File: config.mk
export PLATFORM = sky130hd
export DESIGN_NAME = wbutxuart
export DESIGN_NICKNAME = d
export VERILOG_FILES = /design/src/rtl/wbu_pkg.sv /design/src/rtl/wbutxuart.sv
export SDC_FILE = /design/constraint.sdc
export NUM_CORES = 1
export LEC_CHECK = 0
export BUFFER_PORTS_ARGS = -buffer_cell sky130_fd_sc_hd__buf_4
export CAP_MARGIN = 20
export CORE_AREA = 8 8 81 83
export CTS_CLUSTER_SIZE = 16
export DETAILED_ROUTE_END_ITERATION = 7
export DIE_AREA = 0 0 89 91
export GPL_TIMING_DRIVEN = 0
export PLACE_DENSITY = 0.62
export SETUP_SLACK_MARGIN = 0.5
export SLEW_MARGIN = 5
export SYNTH_ARGS = -nofsm -noshare
export SYNTH_HDL_FRONTEND = slang
export SYNTH_SLANG_ARGS = --single-unit
File: constraint.sdc
create_clock -name i_clk -period 6.1 [get_ports i_clk]
set_clock_uncertainty 0.15 [all_clocks]
set_input_delay 0.305 -clock i_clk [delete_from_list [all_inputs] [get_ports i_clk]]
set_output_delay 0.305 -clock i_clk [all_outputs]
set_load 0.005 [all_outputs]
File: src/rtl/wbu_pkg.sv
// Shared constants for the debug-bus output chain: UART transmitter state encoding,
// default baud divisor and frame length.
package wbu_pkg;

  localparam logic [23:0] DefaultClocksPerBaud = 24'd868;
  localparam int unsigned FrameBits = 10;

  typedef enum logic [3:0] {
    StIdle  = 4'd0,
    StStart = 4'd1,
    StBit0  = 4'd2,
    StBit1  = 4'd3,
    StBit2  = 4'd4,
    StBit3  = 4'd5,
    StBit4  = 4'd6,
    StBit5  = 4'd7,
    StBit6  = 4'd8,
    StBit7  = 4'd9,
    StStop  = 4'd10
  } wbu_state_e;

  // Data bit carried by a BITn state; meaningless for other states.
  function automatic logic [3:0] bit_index(input wbu_state_e st);
    return 4'(st) - 4'(StBit0);
  endfunction

endpackage

File: src/rtl/wbutxuart.sv
// 8N1 UART transmitter; o_busy is the back-pressure for the whole output pipeline.
// Outputs are flops loaded from the next state, so they switch on the same edge as the FSM.
module wbutxuart
  import wbu_pkg::*;
#(
  parameter logic [23:0] CLOCKS_PER_BAUD = DefaultClocksPerBaud
) (
  input  logic       i_clk,
  input  logic       i_reset,
  input  logic       i_wr,
  input  logic [7:0] i_data,
  output logic       o_uart_tx,
  output logic       o_busy
);

  if (CLOCKS_PER_BAUD < 24'd2) begin : g_bad_cpb
    $error("wbutxuart: CLOCKS_PER_BAUD must be at least 2");
  end

  wbu_state_e  state_q, state_d;
  logic [23:0] baud_q, baud_d;
  logic [7:0]  shift_q, shift_d;
  logic        tx_q, tx_d;
  logic        busy_q, busy_d;
  logic        accept;

  assign accept = i_wr && !busy_q;

  always_comb begin
    state_d = state_q;
    baud_d  = baud_q;
    shift_d = shift_q;

    if (state_q == StIdle) begin
      baud_d = '0;
      if (accept) begin
        state_d = StStart;
        baud_d  = CLOCKS_PER_BAUD - 24'd1;
        shift_d = i_data;
      end
    end else if (baud_q != '0) begin
      baud_d = baud_q - 24'd1;
    end else if (state_q == StStop) begin
      state_d = StIdle;
      baud_d  = '0;
    end else begin
      state_d = wbu_state_e'(4'(state_q) + 4'd1);
      baud_d  = CLOCKS_PER_BAUD - 24'd1;
      // BIT0 uses the freshly latched LSB; every later bit needs one shift.
      if (state_q != StStart) begin
        shift_d = {1'b1, shift_q[7:1]};
      end
    end

    busy_d = (state_d != StIdle);

    unique case (state_d)
      StStart: tx_d = 1'b0;
      StBit0, StBit1, StBit2, StBit3,
      StBit4, StBit5, StBit6, StBit7: tx_d = shift_d[0];
      default: tx_d = 1'b1;
    endcase
  end

  always_ff @(posedge i_clk) begin
    if (i_reset) begin
      state_q <= StIdle;
      baud_q  <= '0;
      shift_q <= 8'hFF;
      tx_q    <= 1'b1;
      busy_q  <= 1'b0;
    end else begin
      state_q <= state_d;
      baud_q  <= baud_d;
      shift_q <= shift_d;
      tx_q    <= tx_d;
      busy_q  <= busy_d;
    end
  end

  assign o_uart_tx = tx_q;
  assign o_busy    = busy_q;

endmodule

* After elaboration in Yosys (flattened, before gate mapping)
Index checks and enable logic that the tools add are counted.
** Word-level totals
- Logic and storage cells :: 44
- Flip-flop bits (word level) :: 38
- Input port bits :: 11
- Output and inout bits :: 2
** Cells by class
- Mux-type cells :: 14
- Equality and inequality tests :: 14
- Reduce and logical (&&, ||, !) cells :: 8
- $add $sub $neg :: 2
** Operators with widths (number)
- 24-bit 2-to-1 mux :: 2
- 8-bit 2-to-1 mux :: 5
- 24-bit nonzero test :: 1
- 24-bit by 1-bit subtractor with 24-bit output, second input constant :: 1
- 10-bit 2-to-1 mux :: 2
- 4-bit by 3-bit == test with 1-bit output, second input constant :: 4
- 4-bit 2-to-1 mux :: 4
- 4-bit == test, second input constant :: 3
- 4-bit by 2-bit == test with 1-bit output, second input constant :: 2
- 8-bit OR reduction :: 1
- 2-bit inequality test, second input constant :: 3
- 4-bit by 1-bit adder with 4-bit output, second input constant :: 1
- 4-bit by 1-bit == test with 1-bit output, second input constant :: 1
- 4-bit logical NOT :: 1
- 4-bit by 1-bit inequality test with 1-bit output, second input constant :: 1
- 4-bit AND reduction :: 1
- 4-bit nonzero test :: 1
- 1-bit case mux with 2 select lines :: 1
- 2-bit nonzero test :: 1
- 1-bit logical AND :: 1
- 1-bit logical NOT :: 1

* Depth between registers and ports, before layout
Gate-level depths: netlist of the first run.
- Depth in word-level cells :: 7
- Mapped depth :: 9
- Mapped depth without buffers :: 7

* Least setup slack after synthesis of the first run
Ideal clock, no wire load.
- Path kind :: reg-to-reg
- Start point :: register baud_q[0]
- End point :: register tx_q, in the netlist o_uart_tx
- Cell stages (with the launch flop) :: 8
- Buffers on the path :: 0
- Period minus slack after synthesis :: 2.054 ns
- Arrival time :: 1.811 ns
- Data required time :: 5.857 ns
- Setup time :: 0.093 ns
- Slack :: 4.046 ns
- Cell sequence :: dfxtp_1 inv_1 ha_1 nor4b_1 nand3_1 or4_1 o211a_2 o311ai_2
** Between the ends
- Word-level cells in the longest chain between the ends :: 6
- Elaborated cells on any way between the ends :: 16
- Those cells by class :: 9 x eq/ne; 5 x mux; 2 x reduce/logical
** RTL lines
- start: declaration :: RTL line wbutxuart.sv:21 : logic [23:0] baud_q, baud_d;
- start signal: assignment :: RTL line wbutxuart.sv:74 : baud_q <= baud_d;
- 24-bit nonzero test (*) :: RTL line wbutxuart.sv:41 : end else if (baud_q != '0) begin
- 4-bit 2-to-1 mux :: RTL line wbutxuart.sv:41
- 4-bit 2-to-1 mux :: RTL line wbutxuart.sv:34 : if (state_q == StIdle) begin
- 4-bit by 2-bit == test with 1-bit output, or another cell as far along :: RTL line wbutxuart.sv:57 : unique case (state_d)
- 8-bit OR reduction :: RTL line wbutxuart.sv:57
- 1-bit case mux with 2 select lines (*) :: RTL line wbutxuart.sv:57
- end signal: assignment :: RTL line wbutxuart.sv:76 : tx_q <= tx_d;
- end: declaration :: RTL line wbutxuart.sv:23 : logic tx_q, tx_d;
Mark *: on every way between the ends. The rest lies on a longest branch, timed or not. The select of a mux whose other input is x is not followed.
A chain may end at the register's enable or synchronous reset.

* Worst setup path after layout of the first run
- Start point :: register baud_q[0]
- End point :: register shift_q[5]
** Between the ends
- Word-level cells in the longest chain between the ends :: 3
** RTL lines
- 24-bit nonzero test :: RTL line wbutxuart.sv:41
- 2-bit inequality test (no line)
- 4-bit AND reduction (no line)
- end signal: assignment :: RTL line wbutxuart.sv:75 : shift_q <= shift_d;
- end: declaration :: RTL line wbutxuart.sv:22 : logic [7:0] shift_q, shift_d;
No other way between the ends.

==> results of run 1 <==
==> worst max path at each step <==
stage,slack [ns],to,from,cells past startpoint
after global routing,3.47,shift_q[1],baud_q[17],5
after detailed placement,3.70,shift_q[3],baud_q[17],5
after global placement,3.69,baud_q[14],baud_q[17],7
after floorplan,4.05,o_uart_tx,baud_q[0],7
after CTS,3.68,shift_q[5],baud_q[17],5
final,3.73,shift_q[5],baud_q[0],7
==> cells by family after synthesis <==
kind of cell               after synthesis
AOI/OAI and AO/OA                       34
xor gates and xnor gates                21
adders and majority gates                2
buffers and inverters                   18
DFF                                     38
muxes                                    1
and+or+nand+nor                         95
==> worst max-delay path, delay by kind of cell, from the launching register on <==
kind                       cells  cell delay (ns)
DFF                            1             0.32
AOI/OAI and AO/OA              1             0.33
and+or+nand+nor                4             1.19
adders and majority gates      1             0.17
buffers and inverters          1             0.10
==> placed cells by master (no fill, tap or decap), drive strengths merged, types with 2 or more instances in the layout <==
cell type and n:
nor3 11, xnor2 18, or4 2, or3 4, nor2 37, ha 2
clkbuf 13, nand3 4, nor3b 2, a21oi 3, o22ai 7, nand2b 3
a221o 6, clkinv 2, nor2b 3, xor2 3, nor4 9, or2 2
nand3b 3, buf 16, nand2 9, o21ai 2, inv 6, a31o 2
dfxtp 38, nand4 3, a21o 6
==> cells in the mapped netlist (3+ instances only) <==
cell type,number
nor3_1,10
xnor2_1,18
nor2b_1,3
o22ai_1,7
dfxtp_1,38
nand4_1,3
or3_1,4
inv_1,6
nor4_1,6
clkbuf_1,8
xor2_1,3
a221o_1,6
nor2_1,37
a21o_1,6
a21oi_1,3
nand3_1,4
buf_2,4
nand3b_1,3
nand2b_1,3
nand2_1,8
==> layout make-up <==
class	count	area, um2
Buffer	12	50.05
Clock buffer	5	68.82
Clock inverter	2	10.01
Fill cell	579	3237
Inverter	6	22.52
Multi-Input combinational cell	153	1008
Sequential cell	38	760.7
Tap cell	72	90.09
Timing Repair Buffer	12	90.09
==> where the power goes <==
part,internal [mW],switching [mW]
clock,0.0767,0.0853
sequential,0.324,0.0606
combinational,0.311,0.418
total,0.712,0.564
==> registers in the layout, summed over array words and instances (netlist names) <==
signal,flops
o_uart_tx,1
shift_q,8
state_q,4
o_busy,1
baud_q,24
==> routing by layer <==
| layer | up-vias | wire, um |
|---|---|---|
| li1 | 778 | - |
| met1 | 665 | 1911 |
| met2 | 27 | 1512 |
| met3 | 6 | 168 |
| met4 | 0 | 49 |
| met5 | - | 0 |
==> through the flow <==
step	worst slack (ns)	hold WS [ns]	utilization	total power, mW
after floorplan	4.046	0.2867	-	0.9806
after global placement	3.690	0.3049	0.3788	1.115
after detailed placement	3.702	0.3258	0.3788	1.119
after CTS	3.683	0.1478	0.3936	1.288
after global routing	3.472	0.1532	0.3936	1.402
final	3.727	0.1554	0.3936	1.276
==> run_results.csv, run 1 <==
group,metric,value,unit
hold_path,hold_start,"i_data[4]",
grt,grt_pass1_vias,1503,
timing,hold_viol_final,0,
power_and_ir_drop,peakVddDrop,0.0001938,V
floorplanning,io_pins,13,
logic_synthesis,synth_top_family_by_area,"simple AND/OR/NAND/NOR gates",
finish,drive_gt1_frac,0.1491,
logic_synthesis,ys_warn_count,0,
detailed_routing,detail_route.wl_per_cell,12.14,um
finish,area_growth,14.06,%
placement,dp_hpwl,2.624,mm
clock_network,h-tree-depth,2,
logic_synthesis,synth_compound_area_frac,0.1447,
detailed_routing,dr.first_iter.drc_count,59,
grt,grt_pass1_wl,6.651,mm
logic_synthesis,synth_area_leader_cell,"dfxtp_1",
clock_network,cts_root_buf,"clkbuf_8",
run,max-cap-violations,0,
logic_synthesis,syn_inst,209,
timing,fin_crit_sh,0.3891,
logic_synthesis,postSynthAreaPerCell,8.812,um2
logic_synthesis,ys_seq_area_frac,0.4130,
clock_network,cts_hold_buf,0,
finish,fin_cells,300,
floorplanning,rows,27,
floorplanning,dieWidth,89,um
worst_setup_path,rr_endpoint,"shift_q[5]",
placement,place_area,2022,um2
logic_synthesis,synth_nets,222,
logic_synthesis,syn_area,1842,um2
logic_synthesis,synth_edf_count,0,
clock_network,clock_latency,0.29,ns
clock_network,ctsResizeCount,0,
worst_setup_path,end_kind,"register",
logic_synthesis,synth_top_cell_area_share,0.4130,
clock_network,numCtsBuffers,5,
detailed_routing,ant_nets,0,
detailed_routing,vias,1476,
logic_synthesis,synth.area.top_cells,"dfxtp_1 41%, xnor2_1 8.6%, nor2_1 7.5%",
grt,globalRouteMet3Util,0.04054,
detailed_routing,viasPerCell,4.920,
clock_network,post_cts_buffers,0,
placement,numPlacedInstances,293,
hold_path,hold-path-endpoint,"shift_q[4]",
detailed_routing,drt_wl_total,3.641,mm
timing,fin_tns_setup,0,ns
timing,rsz0062_at_grt,"no",
logic_synthesis,async_reset_ff_frac,0,
grt,grt_usage,0.1021,
logic_synthesis,synthMuxAreaShare,0.005435,
grt,groute.layer.met1.usage,0.1326,
clock_network,cts_buffer_depth,2,
finish,nets,241,
grt,top_usage_layer,"met2",
floorplanning,core,5338,um2
clock_network,clkTransAtPathRegs,0.07,ns
run_status,status,"finished clean",
worst_setup_path,regToRegSetupSlack,3.73,ns
worst_setup_path,worstPathArrival,2.40,ns
clock_network,cts_num_sinks,38,
placement,place.gp.congestion,0.7266,
worst_setup_path,critPathKind,"register to register",
grt,grt_max_degree,12,
worst_setup_path,cp.required,6.13,ns
worst_setup_path,path_cells,"inv_1, ha_1, nor4b_1, nand3_1, nor4_4, nor2_1, a221o_1",
clock_network,cts_tree,"yes",
hold_path,min_delay_path_depth,3,
logic_synthesis,synthAdderAreaFrac,0.01359,
timing,slew_viol_final,0,
logic_synthesis,synth-xor-area-share,0.09986,
worst_setup_path,startpoint_type,"register",
floorplanning,floorplan.die_area,8099,um2
worst_setup_path,reg2reg_depth,7,
floorplanning,start_util,0.3451,
finish,stdcell_area,2101,um2
worst_setup_path,critPathMaxFanout,8,
timing,tightest_slew,0.6819,ns
finish,num_antenna_cells,0,
timing,setup_viol,0,
logic_synthesis,yosysUniqueCellTypes,42,
logic_synthesis,ys.flop_type,"dfxtp_1",
logic_synthesis,synth-seq-cells,38,
grt,use_met2,0.1459,
detailed_routing,drtPass1Iterations,4,
logic_synthesis,yosys.area_share.simple,0.2840,
hold_path,hold_class,"input pin to register",
detailed_routing,drc_errors,0,
power_and_ir_drop,p_leak,0.7972,nW
worst_setup_path,slowest_stage,"nor4_4",
timing,max_slew_margin,0.5412,
worst_setup_path,critPathMaxStageDelay,0.48,ns
timing,finalCriticalPeriod,2.373,ns
timing,max_freq,421.3,MHz
worst_setup_path,r2r-start,"baud_q[0]",
floorplanning,die_h,91,um
placement,port_buffers,12,
grt,antenna_found_initial,0,
power_and_ir_drop,p_per_area,607.3,nW/um2
grt,grt_overflow,0,
Note: power is estimated with default switching activity, not from simulation.
==> run 2, diff against run 1 <==
ABC_AREA = 1   (was unset)
CORE_AREA = 8 8 84 86   (was 8 8 81 83)
DIE_AREA = 0 0 92 94   (was 0 0 89 91)
clock period = 2.45 ns   (was 6.1 ns; I/O delays follow)
==> run 2 against run 1 <==
  * Design area increased by 18%
  * Hold slack worse by 0.13 ns
  * Sequential share of layout area down 5.4 points
  * Clock-buffer cell count grew 2
  * Flip-flop and latch count unchanged
  * Critical path type unchanged
==> run_results.csv, run 2 <==
group,metric,value,unit
run_status,status,"finished clean",
clock_network,h-tree-depth,2,
run,max-cap-violations,0,
power_and_ir_drop,p_per_area,1560,nW/um2
detailed_routing,dr.first_iter.drc_count,54,
grt,grt_pass1_vias,1760,
floorplanning,floorplan.die_area,8648,um2
clock_network,numCtsBuffers,5,
worst_setup_path,startpoint_type,"register",
worst_setup_path,end_kind,"register",
logic_synthesis,syn_inst,287,
timing,setup_viol,0,
floorplanning,core,5746,um2
detailed_routing,drtPass1Iterations,4,
placement,dp_hpwl,3.010,mm
logic_synthesis,synthTopCellsByCount,"92 x nand2_1, 38 x dfxtp_1, 32 x nor2_1, 18 x inv_1, 14 x a21oi_1",
timing,slew_viol_final,0,
clock_network,cts_num_sinks,38,
grt,grt_pass1_wl,7.231,mm
detailed_routing,ant_nets,0,
logic_synthesis,syn_area,2024,um2
logic_synthesis,yosysUniqueCellTypes,34,
hold_path,hold_class,"input pin to register",
detailed_routing,wl_met2,1.930,mm
logic_synthesis,synth_top_cell_area_share,0.3758,
floorplanning,die_h,94,um
worst_setup_path,worstPathArrival,1.88,ns
detailed_routing,vias,1825,
power_and_ir_drop,peakVddDrop,0.0006015,V
grt,antenna_found_initial,0,
placement,place.gp.congestion,0.7667,
finish,largest_reg_flops,24,
hold_path,min_delay_path_depth,2,
clock_network,clock_latency,0.29,ns
logic_synthesis,async_reset_ff_frac,0,
placement,place_area,2201,um2
timing,fin_crit_sh,0.7528,
finish,fill_cells,603,
logic_synthesis,synth.area.top_cells,"dfxtp_1 38%, nand2_1 17%, nor2_1 5.9%",
clock_network,cts_buffer_depth,2,
clock_network,clkTransAtPathRegs,0.07,ns
timing,hold_viol_final,0,
finish,nets,330,
logic_synthesis,postSynthAreaPerCell,7.054,um2
logic_synthesis,ys_warn_count,0,
timing,finalCriticalPeriod,1.844,ns
worst_setup_path,cp.required,2.49,ns
floorplanning,start_util,0.3524,
finish,num_antenna_cells,0,
detailed_routing,wl_met3,130,um
finish,regMostFlops,"baud_q",
timing,max_slew_margin,0.7354,
floorplanning,dieWidth,92,um
detailed_routing,drc_errors,0,
floorplanning,io_pins,13,
worst_setup_path,critPathMaxFanout,5,
detailed_routing,detail_route.wl_per_cell,10.62,um
grt,grt_overflow,0,
detailed_routing,drt_wl_total,4.173,mm
timing,fin_tns_setup,0,ns
power_and_ir_drop,p_leak,1.099,nW
clock_network,cts_root_buf,"clkbuf_8",
detailed_routing,viasPerCell,4.644,
finish,area_growth,22.13,%
logic_synthesis,ys_seq_area_frac,0.3758,
finish,top_regs,"baud_q x24, shift_q x8, state_q x4",
grt,grt_usage,0.1006,
logic_synthesis,synth.most_common_cell,"nand2_1",
logic_synthesis,synth_nets,300,
timing,rsz0062_at_grt,"yes",
logic_synthesis,synth_edf_count,0,
worst_setup_path,reg2reg_depth,11,
logic_synthesis,synth_area_leader_cell,"dfxtp_1",
clock_network,cts_tree,"yes",
logic_synthesis,synth-seq-cells,38,
finish,final_util,0.4303,
placement,port_buffers,11,
timing,max_freq,542.2,MHz
timing,tightest_slew,0.3964,ns
finish,stdcell_area,2472,um2
finish,drive_gt1_frac,0.2013,
finish,final_cell_mix,"89 x nand2_1, 38 x dfxtp_1, 28 x nor2_1",
floorplanning,rows,28,
finish,final_common_cell,"nand2_1",
detailed_routing,maxUsedRoutingLayer,"met4",
detailed_routing,wl_met1,2.052,mm
grt,grt_max_degree,12,
logic_synthesis,ys.flop_type,"dfxtp_1",
worst_setup_path,critPathKind,"register to register",
## run 2: cell count changes after synthesis, moves of 10 or more
cell     previous run  this run
nand2_1             8        92
inv_1               6        18
xnor2_1            18         6
a21oi_1             3        14
nand4_1             3        13
## run 2: cell families after synthesis
logic type	after synthesis	share of synthesized area
flops	38	0.3758
simple gates	188	0.4524
xor+xnor	10	0.04326
buf+inv	23	0.04696
fa+ha+maj	2	0.01236
compound gates	26	0.06922
## run 2: what timing repair did
action	in CTS	in global routing
hold buffers	8	0
endpoints found under the setup margin	3	23
gates resized for setup	1	15
buffers inserted	0	3
hold endpoints to repair	8	0
pin swaps	0	3
cloned	0	1
## run 2: worst max-delay path, stage by stage, from the launching register on
cell and delay [ns]:
dfxtp_1 0.35, nor2_2 0.15, nand2_2 0.12, nor2_4 0.17, nand3_4 0.12, buf_8 0.16
nand2_2 0.06, nand2_1 0.09, o21ai_2 0.16, nand2_1 0.07, nor2_1 0.10, nand2_1 0.06
## run 2: metrics by stage
stage / power, mW / instances / setup WS (ns) / hold WS, ns
finish: 3.857 / 393 / 0.6056 / 0.02927
global placement: 3.100 / 373 / 0.5133 / 0.1974
global route: 4.258 / 393 / 0.4409 / 0.07245
CTS: 3.608 / 389 / 0.5134 / 0.03388
floorplan: 2.741 / 287 / 0.7405 / 0.1079
detailed placement: 3.130 / 373 / 0.5150 / 0.1998
## run 2: final timing paths
| path | start | to | slack, ns |
|---|---|---|---|
| min | i_reset | state_q[0] | 0.03 |
| min reg2reg | shift_q[3] | shift_q[3] | 0.31 |
| max reg2reg | baud_q[5] | o_uart_tx | 0.61 |
| max | baud_q[5] | o_uart_tx | 0.61 |
## run 2: layout make-up
cell class | instances | area, um2 | area share
multi-input combinational | 226 | 1215 | 0.4914
inverter | 20 | 75.07 | 0.03036
buffer | 3 | 26.28 | 0.01063
timing repair buffer | 23 | 210.2 | 0.08502
sequential | 38 | 760.7 | 0.3077
clock inverter | 1 | 5.005 | 0.002024
clock buffer | 7 | 86.33 | 0.03492
tap | 75 | 93.84 | 0.03796
## run 2: layer usage
layer  vias up  GRT usage
met5         -          0
met1       809     0.1130
met2        21     0.1770
met3         7    0.02718
li1        988          -
met4         0    0.03893
## run 2: power breakdown
part / total (mW) / internal [mW] / switching [mW]
registers: 0.974 / 0.811 / 0.163
logic: 2.43 / 1.01 / 1.43
clock network: 0.449 / 0.227 / 0.222
==> run 3, diff against run 2 <==
ABC_AREA = 0   (was 1)
CORE_AREA = 8 8 81 83   (was 8 8 84 86)
DIE_AREA = 0 0 89 91   (was 0 0 92 94)
clock period = 1.9 ns   (was 2.45 ns; I/O delays follow)
==> run 3 against run 2 <==
  * The flow now finishes with violations (negative setup slack)
  * Flip-flop and latch count unchanged
  * Die area down 6.3%
  * Maximum frequency down 8.8%
  * Via count down 0.33%
  * Global-route usage up 2.6 points
  * Largest cell class unchanged
  * Register-to-register slack worse by 0.73 ns
  * Critical path type unchanged
  * Combinational power up 88%
==> run_results.csv, run 3 (same netlist as run 1, synthesis figures left out) <==
group,metric,value,unit
detailed_routing,viasPerCell,5.138,
clock_network,clock_latency,0.30,ns
detailed_routing,vias,1819,
finish,top_regs,"baud_q x24, shift_q x8, state_q x4",
timing,hold_viol_final,0,
power_and_ir_drop,comb_power_share,0.702,
finish,stdcell_area,3042,um2
power_and_ir_drop,p_int,3.809,mW
placement,pre_cts_slack,-0.3241,ns
placement,numPlacedInstances,293,
grt,antenna_found_initial,0,
timing,fin_tns_setup,-2.433,ns
clock_network,h-tree-depth,2,
run_status,status,"complete, but fails checks",
grt,grt_pass1_vias,1770,
clock_network,cts_root_buf,"clkbuf_8",
worst_setup_path,cp.required,1.97,ns
power_and_ir_drop,clkPwrFrac,0.101,
power_and_ir_drop,p_per_area,2140,nW/um2
power_and_ir_drop,p_leak,1.212,nW
clock_network,cts_num_sinks,38,
clock_network,cts_buffer_depth,2,
placement,dp_hpwl,2.717,mm
run,max-cap-violations,0,
placement,port_buffers,12,
hold_path,hold_class,"input pin to register",
grt,grt_pass1_wl,8.321,mm
power_and_ir_drop,peakVddDrop,0.001389,V
worst_setup_path,reg2reg_depth,6,
worst_setup_path,startpoint_type,"register",
finish,num_antenna_cells,0,
power_and_ir_drop,swShare,0.4149,
finish,final_cell_mix,"41 x buf_4, 25 x dfxtp_1, 23 x nor2_1",
floorplanning,start_util,0.3451,
floorplanning,die_h,91,um
detailed_routing,ant_nets,0,
timing,setup_viol,37,
run_status,violations,"negative setup slack",
hold_path,min_delay_path_depth,5,
worst_setup_path,cp_num_buf_inv,1,
finish,nets,294,
timing,max_slew_margin,0.5951,
worst_setup_path,cp_top_family,"simple AND/OR/NAND/NOR gates",
timing,fin_ws,-0.1216,ns
power_and_ir_drop,p_sw,2.701,mW
worst_setup_path,path_cells,"clkbuf_2, nand4bb_1, nand3_1, or4_4, o211a_4, o311ai_4",
finish,largest_reg_flops,24,
power_and_ir_drop,power,6.510,mW
grt,grt_usage,0.1270,
floorplanning,floorplan.die_area,8099,um2
finish,final_common_cell,"buf_4",
timing,slew_viol_final,0,
detailed_routing,drc_errors,0,
detailed_routing,detail_route.wl_per_cell,14.19,um
worst_setup_path,worstPathArrival,2.09,ns
finish,fin_cells,354,
detailed_routing,dr.first_iter.drc_count,80,
finish,drive_gt1_frac,0.5177,
floorplanning,rows,27,
worst_setup_path,cp_num_cells,6,
timing,max_freq,494.7,MHz
finish,area_growth,65.15,%
worst_setup_path,critPathMaxFanout,10,
timing,rsz0062_at_grt,"yes",
worst_setup_path,slowest_stage,"or4_4",
finish,regMostFlops,"baud_q",
finish,final_util,0.5699,
clock_network,numCtsBuffers,5,
grt,grt_overflow,0,
floorplanning,core,5338,um2
clock_network,clkTransAtPathRegs,0.08,ns
worst_setup_path,critPathKind,"register to register",
grt,grt_max_degree,12,
timing,tightest_slew,0.6074,ns
timing,fin_crit_sh,1.064,
floorplanning,dieWidth,89,um
worst_setup_path,end_kind,"register",
timing,finalCriticalPeriod,2.022,ns
worst_setup_path,critPathMaxStageDelay,0.52,ns
clock_network,cts_tree,"yes",
detailed_routing,drt_wl_total,5.025,mm
floorplanning,io_pins,13,
timing,whs,0.1987,ns
placement,place_area,2162,um2
power_and_ir_drop,p_seq_frac,0.197,
placement,place.gp.congestion,0.7236,
detailed_routing,drtPass1Iterations,5,
==> run 3: cell count changes in the layout (fill, tap and decap cells not counted), sizes merged, moves of 10 or more <==
cell   before  now
inv        19    6
nand4      14    3
a21oi      14    3
xnor2       6   18
nand3      14    4
buf        16   63
nand2      97    9
==> run 3: per-layer routing <==
metal / track usage / routed length, um / vias up
li1: - / - / 890
met1: 0.1645 / 2255 / 871
met2: 0.2022 / 2521 / 45
met3: 0.02703 / 194 / 13
met4: 0.04161 / 53 / 0
met5: 0 / 0 / -
==> run 3: final timing paths <==
kind	start	to	slack [ns]
setup reg to reg	state_q[0]	o_uart_tx	-0.12
hold / removal	i_reset	baud_q[1]	0.20
hold reg to reg	shift_q[5]	shift_q[4]	0.34
setup / recovery	state_q[0]	o_uart_tx	-0.12
==> run 3: power groups by stage <==
stage	combinational [mW]	clock, mW	sequential [mW]
CTS	4.00	0.672	1.28
finish	4.57	0.658	1.28
detailed placement	2.70	0	1.28
floorplan	2.27	0	1.24
global route	4.95	0.711	1.31
global placement	2.69	0	1.27
==> run 3: final cells by class <==
cell class,count,area (um2)
well taps,72,90.09
repair buffers,65,590.6
flip-flops and latches,38,784.5
plain buffers,12,110.1
multi-input cells,153,1334
clock buffers,8,110.1
fillers,463,2296
inverters,6,22.52
==> run 3: timing repair <==
action,CTS,global route
endpoints found under the hold margin,7,0
pin swaps,25,16
setup buffers,36,7
endpoints found under the setup margin,38,38
resized for setup,46,37
hold buffers,8,0
gates cloned,2,0
==> run 3: worst reg2reg max path: cells and delay by family (launching register included) <==
family | cells | cell delay (ns)
AOI/OAI and AO/OA | 2 | 0.38
buffers and inverters | 1 | 0.24
DFF | 1 | 0.31
and+or+nand+nor | 3 | 0.85
